**src/rtl/otter_mem_arbiter.sv**
```systemverilog
// otter_mem_arbiter: shares one single-port memory between the OTTER
// instruction-fetch port (read-only) and the data-memory port (read/write).
// Round-robin arbitration, a single outstanding transaction, a ready/valid
// handshake towards memory and a grant-to-response timeout that reports an
// error to whichever requester owns the transaction.
module otter_mem_arbiter #(
    parameter int unsigned ADDR_W  = 32,
    parameter int unsigned DATA_W  = 32,
    parameter int unsigned TIMEOUT = 64
) (
    input  logic                CLK,
    input  logic                RST,

    // instruction-fetch port (read-only)
    input  logic                if_req,
    input  logic [ADDR_W-1:0]   if_addr,
    output logic                if_gnt,
    output logic                if_rvalid,
    output logic [DATA_W-1:0]   if_rdata,
    output logic                if_err,

    // data-memory port
    input  logic                dm_req,
    input  logic                dm_we,
    input  logic [ADDR_W-1:0]   dm_addr,
    input  logic [DATA_W-1:0]   dm_wdata,
    input  logic [DATA_W/8-1:0] dm_be,
    output logic                dm_gnt,
    output logic                dm_rvalid,
    output logic [DATA_W-1:0]   dm_rdata,
    output logic                dm_err,

    // unified memory port
    output logic                mem_req,
    output logic                mem_we,
    output logic [ADDR_W-1:0]   mem_addr,
    output logic [DATA_W-1:0]   mem_wdata,
    output logic [DATA_W/8-1:0] mem_be,
    input  logic                mem_ready,
    input  logic                mem_rvalid,
    input  logic [DATA_W-1:0]   mem_rdata
);

    localparam int unsigned BE_W     = DATA_W / 8;
    // counter only needs to reach TIMEOUT-1; the hit is flagged in that cycle
    localparam int unsigned CNT_W    = (TIMEOUT > 1) ? $clog2(TIMEOUT) : 1;
    localparam int unsigned CNT_LAST = (TIMEOUT > 0) ? (TIMEOUT - 1) : 0;
    localparam bit          TO_EN    = (TIMEOUT != 0);

    typedef enum logic [1:0] {
        IDLE = 2'd0,
        REQ  = 2'd1,
        WAIT = 2'd2
    } state_t;

    typedef enum logic {
        OWN_IF = 1'b0,
        OWN_DM = 1'b1
    } owner_t;

    typedef struct packed {
        logic              we;
        logic [ADDR_W-1:0] addr;
        logic [DATA_W-1:0] wdata;
        logic [BE_W-1:0]   be;
    } mem_cmd_t;

    state_t     state;
    state_t     state_nxt;
    owner_t     owner;
    owner_t     last;
    mem_cmd_t   cmd;
    mem_cmd_t   cmd_sel;
    logic [CNT_W-1:0] cnt;

    logic       grant_if;
    logic       grant_dm;
    logic       grant;
    logic       busy;
    logic       resp;
    logic       timeout_hit;

    assign busy  = (state == REQ) || (state == WAIT);
    assign grant = grant_if || grant_dm;

    // response is only accepted while waiting for it; anything else is noise
    assign resp = (state == WAIT) && mem_rvalid && !RST;

    // a real response in the same cycle wins over the timeout
    assign timeout_hit = TO_EN && busy && !RST && !resp &&
                         (cnt == CNT_W'(CNT_LAST));

    // round-robin pick in IDLE: a lone requester wins, a tie goes to the one
    // that did not own the previous transaction
    always_comb begin
        grant_if = 1'b0;
        grant_dm = 1'b0;
        if ((state == IDLE) && !RST) begin
            if (if_req && dm_req) begin
                if (last == OWN_DM) begin
                    grant_if = 1'b1;
                end else begin
                    grant_dm = 1'b1;
                end
            end else if (if_req) begin
                grant_if = 1'b1;
            end else if (dm_req) begin
                grant_dm = 1'b1;
            end
        end
    end

    // command captured at grant; fetches are always full-word reads
    always_comb begin
        cmd_sel = '0;
        if (grant_dm) begin
            cmd_sel.we    = dm_we;
            cmd_sel.addr  = dm_addr;
            cmd_sel.wdata = dm_wdata;
            cmd_sel.be    = dm_be;
        end else begin
            cmd_sel.we    = 1'b0;
            cmd_sel.addr  = if_addr;
            cmd_sel.wdata = '0;
            cmd_sel.be    = '1;
        end
    end

    // FSM state register
    always_ff @(posedge CLK) begin
        if (RST) begin
            state <= IDLE;
        end else begin
            state <= state_nxt;
        end
    end

    // FSM next-state logic
    always_comb begin
        state_nxt = state;
        case (state)
            IDLE: begin
                if (grant) begin
                    state_nxt = REQ;
                end
            end
            REQ: begin
                if (timeout_hit) begin
                    state_nxt = IDLE;
                end else if (mem_ready) begin
                    state_nxt = WAIT;
                end
            end
            WAIT: begin
                if (resp || timeout_hit) begin
                    state_nxt = IDLE;
                end
            end
            default: begin
                state_nxt = IDLE;
            end
        endcase
    end

    // FSM outputs: same-cycle grant, response pass-through and error pulse
    always_comb begin
        if_gnt    = grant_if;
        dm_gnt    = grant_dm;
        if_rvalid = 1'b0;
        dm_rvalid = 1'b0;
        if_rdata  = '0;
        dm_rdata  = '0;
        if_err    = 1'b0;
        dm_err    = 1'b0;
        if (resp) begin
            if (owner == OWN_DM) begin
                dm_rvalid = 1'b1;
                dm_rdata  = mem_rdata;
            end else begin
                if_rvalid = 1'b1;
                if_rdata  = mem_rdata;
            end
        end else if (timeout_hit) begin
            if (owner == OWN_DM) begin
                dm_err = 1'b1;
            end else begin
                if_err = 1'b1;
            end
        end
    end

    // ownership, latched command, request strobe and timeout counter
    always_ff @(posedge CLK) begin
        if (RST) begin
            owner   <= OWN_IF;
            last    <= OWN_DM;
            cmd     <= '0;
            mem_req <= 1'b0;
            cnt     <= '0;
        end else if (grant) begin
            owner   <= grant_dm ? OWN_DM : OWN_IF;
            last    <= grant_dm ? OWN_DM : OWN_IF;
            cmd     <= cmd_sel;
            mem_req <= 1'b1;
            cnt     <= '0;
        end else begin
            if (busy) begin
                cnt <= cnt + CNT_W'(1);
            end
            if ((state == REQ) && (mem_ready || timeout_hit)) begin
                mem_req <= 1'b0;
            end
        end
    end

    assign mem_we    = cmd.we;
    assign mem_addr  = cmd.addr;
    assign mem_wdata = cmd.wdata;
    assign mem_be    = cmd.be;

endmodule

```
**config.mk**
```make
export PLATFORM = sky130hd
export DESIGN_NAME = otter_mem_arbiter
export DESIGN_NICKNAME = d
export VERILOG_FILES = /design/src/rtl/otter_mem_arbiter.sv
export SDC_FILE = /design/constraint.sdc
export NUM_CORES = 1
export LEC_CHECK = 0
export BUFFER_PORTS_ARGS = -buffer_cell sky130_fd_sc_hd__buf_2
export CORE_ASPECT_RATIO = 1.75
export CORE_MARGIN = 8
export CORE_UTILIZATION = 34
export DETAILED_ROUTE_END_ITERATION = 7
export PLACE_DENSITY = 0.75
export SYNTH_ARGS = -nofsm -noshare
export SYNTH_HDL_FRONTEND = slang
export SYNTH_SLANG_ARGS = --single-unit
```
**constraint.sdc**
```tcl
create_clock -name CLK -period 1.97 [get_ports CLK]
set_clock_uncertainty 0.2 [all_clocks]
set_input_delay 0.197 -clock CLK [delete_from_list [all_inputs] [get_ports CLK]]
set_output_delay 0.197 -clock CLK [all_outputs]
set_load 0.03 [all_outputs]
```
# == After elaboration in Yosys (flattened, before gate mapping) ==
# Cells that the tools add are included.
# word_totals
word_cells,64
regBits,80
latchBits,0
mem_bits_ro,0
mem_bits_rw,0
out_inout_bits,140
n_memories,0
in_bits,139
# classes
mux,30
bitwise,0
order_cmp,0
n_div,0
n_addsub,1
n_reduce_logical,18
shift,0
eq_ne,6
n_mul,0
# op_table
operator,n
32-bit two-way mux,4
69-bit two-way mux,1
1-bit two-way mux,20
1-bit logical AND,8
2-bit two-way mux,4
6-bit by 1-bit adder with 6-bit output (second input constant),1
6-bit equality test (second input constant),1
2-bit one-hot mux with 3 select lines,1
1-bit logical OR,4
3-bit != test (second input constant),1
3-bit AND reduction,1
2-bit by 1-bit equality test with 1-bit output (second input constant),1
2-bit equality test (second input constant),1
1-bit logical NOT,2
2-bit logical NOT,1
2-bit by 1-bit != test with 1-bit output (second input constant),1
2-bit != test (second input constant),1
2-bit nonzero test,1
2-bit OR reduction,1

# == Longest topological paths before layout ==
# depth
word_depth,10
mapped_depth,9

# == Worst setup path after synthesis ==
# No wires, ideal clock.
# synth_timing
kind,register -> output
startpoint,reg state[0]
endpoint,out if_err
required_ns,1.573
t_arrival_ns,1.803
path_stages_with_launch,6
setup_slack_ns,-0.230
path_cell_list,dfxtp_1 -> inv_1 -> ha_1 -> nand4_4 -> a2111oi_4 -> nor2b_1
# synth_between
elab_chain_cells,8
elab_cells_between_ends,11
# synth_lines
element,line,source
from (decl),68,state_t state;
from (signal assigned),134,state <= state_nxt;
2-bit equality test,"83, 87",
1-bit logical AND (2 in series),87,assign resp = (state == WAIT) && mem_rvalid && !RST;
1-bit logical NOT,90,assign timeout_hit = TO_EN && busy && !RST && !resp &&
1-bit logical AND (2 in series),90,
1-bit two-way mux,183,end else if (timeout_hit) begin
1-bit two-way mux *,175,if (resp) begin
to (decl),20,"output logic if_err,"
# Mark *: on every way between the ends. The rest lies on a longest branch, timed or not.

# == Worst setup path after layout ==
# Ends and elaborated chain as after synthesis.

==> impl_metrics.env <==
export IMPL_post_route_period_util_pct=109
export IMPL_wire_length_of_the_first_global_routing_pass_um=25500
export IMPL_drt_iter0_markers=306
export IMPL_total_power_mw=6.16
export IMPL_yosys_cell_types_count=37
export IMPL_ctsLongestPathBuffers=2
export IMPL_io_pins=279
export IMPL_globalRouteMet1Util_pct=22.9
export IMPL_worst_setup_path_type="flip-flop to primary output"
export IMPL_layout_setup_ws_ns=-0.186
export IMPL_ant_nets=0
export IMPL_ff_latch_area_sq_um=1600
export IMPL_number_of_diodes_added_for_antenna_fixing=0
export IMPL_worstMarginPinSlew_ns=0.427
export IMPL_slew_limit_headroom_pct=71.2
export IMPL_fin_hold_ws_ns=0.00839
export IMPL_hold_viol_final=0
export IMPL_floorplan_die_width_um=91.2
export IMPL_grt_busiest_layer="met2"
export IMPL_timing_max_cap_violations=0
export IMPL_timing_final_setup_violations=68
export IMPL_worst_ir_drop_vdd_mv=0.653
export IMPL_finalWirelength_um=16600
export IMPL_die_height_um=148
export IMPL_clkLatencyLatePin_ns=0.33
export IMPL_cts_tree="done"
export IMPL_postSynthRegisterBits=80
export IMPL_clock_sink_count=80
export IMPL_layout_cells_non_filler=863
export IMPL_critPathArrivalTime_ns=1.76
export IMPL_port_buffers=278
export IMPL_critical_path_sink_type="primary output"
export IMPL_most_frequent_cells_in_the_layout="sky130_fd_sc_hd__buf_2 (208), sky130_fd_sc_hd__dlygate4sd3_1 (100), sky130_fd_sc_hd__dfxtp_1 (78)"
export IMPL_fillCellCount=663
export IMPL_holdCritPathClass="input pin to flip-flop"
export IMPL_min_period_ns=2.16
export IMPL_power_density_nw_per_um2=888
export IMPL_cts_made_buffers=9
export IMPL_synth_nets=482
export IMPL_groute_layer_met3_usage_pct=7.41
export IMPL_ys_top_cells_by_area="sky130_fd_sc_hd__dfxtp_1 (48%), sky130_fd_sc_hd__and2_1 (12%), sky130_fd_sc_hd__a22o_1 (8.6%)"
export IMPL_avgRoutedWirePerCell_um=19.2
export IMPL_drive_above_1_share_pct=49.5
export IMPL_grtUsageTotal_pct=23.4
export IMPL_place_hpwl_um=10600
export IMPL_number_of_placement_rows=48
export IMPL_path_max_fanout=3
export IMPL_synth_top_area_share_pct=47.6
export IMPL_global_route_overflow_total=0
export IMPL_pin_count_of_the_biggest_net_entering_global_routing=34
export IMPL_synthToLayoutAreaGrowth_pct=106
export IMPL_die_area_sq_um=13500
export IMPL_globalRouteMet2Util_pct=43.8
export IMPL_detail_route_vias_per_cell=5.03
export IMPL_yosysSeqAreaShare_pct=47.6
export IMPL_htree_num_levels=3
export IMPL_synthCells=338
export IMPL_initial_core_util_pct=34.6
export IMPL_antenna_found_initial=1
export IMPL_critPathRequiredTime_ns=1.57
export IMPL_synthesis_area_sq_um=3360
export IMPL_iteration_count_of_the_initial_detailed_routing_pass=7
export IMPL_yosys_warn_count=0
export IMPL_max_clock_freq_ghz=0.464
export IMPL_core_area_sq_um=9730
export IMPL_timing_final_max_slew_violations=0
export IMPL_timing_critical_path_from_type="flip-flop"
export IMPL_synth_area_leader_cell="sky130_fd_sc_hd__dfxtp_1"
export IMPL_multi_input_comb_area_sq_um=1700
export IMPL_clk_root_buffer_cell="sky130_fd_sc_hd__clkbuf_16"
export IMPL_finalCoreUtilization_pct=71.3
export IMPL_first_global_vias=4750
export IMPL_num_vias=4343
export IMPL_post_route_drc_count=0
export IMPL_gp_congestion=0.813
export IMPL_leakage_nw=3.42
export IMPL_run_status="finished, violations left"
export IMPL_setup_tns_ns=-5.59
export IMPL_grt_setup_unrepaired="yes"
export IMPL_num_nets_final=877
export IMPL_placed_cells_incl_taps=734
export IMPL_clkTransAtPathRegs_ns=0.06
export IMPL_syn_mean_instance_area_sq_um=9.95
export IMPL_failed_checks="setup timing"
export IMPL_final_common_cell="sky130_fd_sc_hd__buf_2"
-- cell usage after synthesis (all sizes together) --
| cell | count |
|---|---|
| xor2 | 3 |
| o311ai | 2 |
| and4 | 1 |
| a31oi | 1 |
| mux2i | 2 |
| buf | 16 |
| a22o | 33 |
| a311oi | 1 |
| a222oi | 26 |
| and2b | 1 |
| and3 | 3 |
| a2111oi | 1 |
| xnor2 | 2 |
| a21oi | 1 |
| clkbuf | 12 |
| and2 | 65 |
| dfxtp | 80 |
| nand4 | 2 |
| nand2 | 13 |
| nor2b | 2 |
| a221o | 1 |
| a31o | 1 |
| nor2 | 35 |
| o221a | 4 |
| nand2b | 3 |
| a22oi | 5 |
| ha | 5 |
| o21ai | 10 |
| nor3b | 1 |
| inv | 5 |
| nand3 | 1 |
-- area by class of cell --
class	count	share of cell area [%]
Clock inverter	6	1.05
Clock buffer	10	3.44
Sequential cell	80	23.1
Multi-Input combinational cell	225	24.6
Tap cell	125	2.25
Timing Repair Buffer	412	45.2
Inverter	5	0.343
-- critical path: stages, from the launching register on --
cell and delay [ns]:
sky130_fd_sc_hd__dfxtp_2 0.36, sky130_fd_sc_hd__inv_4 0.06, sky130_fd_sc_hd__ha_4 0.27, sky130_fd_sc_hd__nand4_4 0.08, sky130_fd_sc_hd__a2111oi_4 0.30, sky130_fd_sc_hd__nor2b_2 0.23
sky130_fd_sc_hd__buf_6 0.14
-- sequential cells by signal, summed over array words and instances (netlist names) --
| name | flops |
|---|---|
| cnt | 6 |
| last | 1 |
| mem_addr | 32 |
| mem_be | 4 |
| mem_req | 1 |
| mem_wdata | 32 |
| mem_we | 1 |
| owner | 1 |
| state | 2 |
-- layer usage --
layer,wire length [um],vias up
li1,-,2029
met1,5820,2041
met2,8950,233
met3,1330,38
met4,449,2
met5,13,-
-- path summary, 6_finish.rpt --
kind,startpoint,endpoint,slack (ns),cells after the start
max,state[0],if_err,-0.19,6
min,if_addr[10],mem_addr[10],0.008,3
max reg2reg,state[0],state[0],0,8
min reg2reg,mem_wdata[19],mem_wdata[19],0.27,1
-- repair_timing --
item	CTS	global route
setup endpoints to repair	75	80
buffers inserted	9	1
endpoints found under the hold margin	69	0
resized for setup	121	13
gates cloned	2	1
pin swaps	5	6
hold buffers	100	0
-- report_power, final --
part           total [mW]  switching, mW  internal [mW]
sequential           2.04          0.164           1.88
clock                1.74          0.703           1.04
combinational        2.38           1.29           1.09
-- per-stage QoR --
stage               setup WS, ns  instance area (sq um)
floorplan                 -0.102                   3380
finish                    -0.186                   6940
global placement          0.0266                   5050
CTS                       -0.191                   6870
global route              -0.245                   6940
detailed placement       -0.0316                   5050
-- kinds of logic (layout without fill, tap and decap cells) --
logic type / Yosys count / count (layout) / synth area share, %
muxes: 2 / 2 / 0.595
adders and majority gates: 5 / 5 / 1.86
and+or+nand+nor: 127 / 127 / 21.1
AOI/OAI and AO/OA: 86 / 86 / 23.3
xor gates and xnor gates: 5 / 5 / 1.30
DFF: 80 / 80 / 47.6
buffers and inverters: 33 / 433 / 4.28
(Power assumes the default switching activity.)
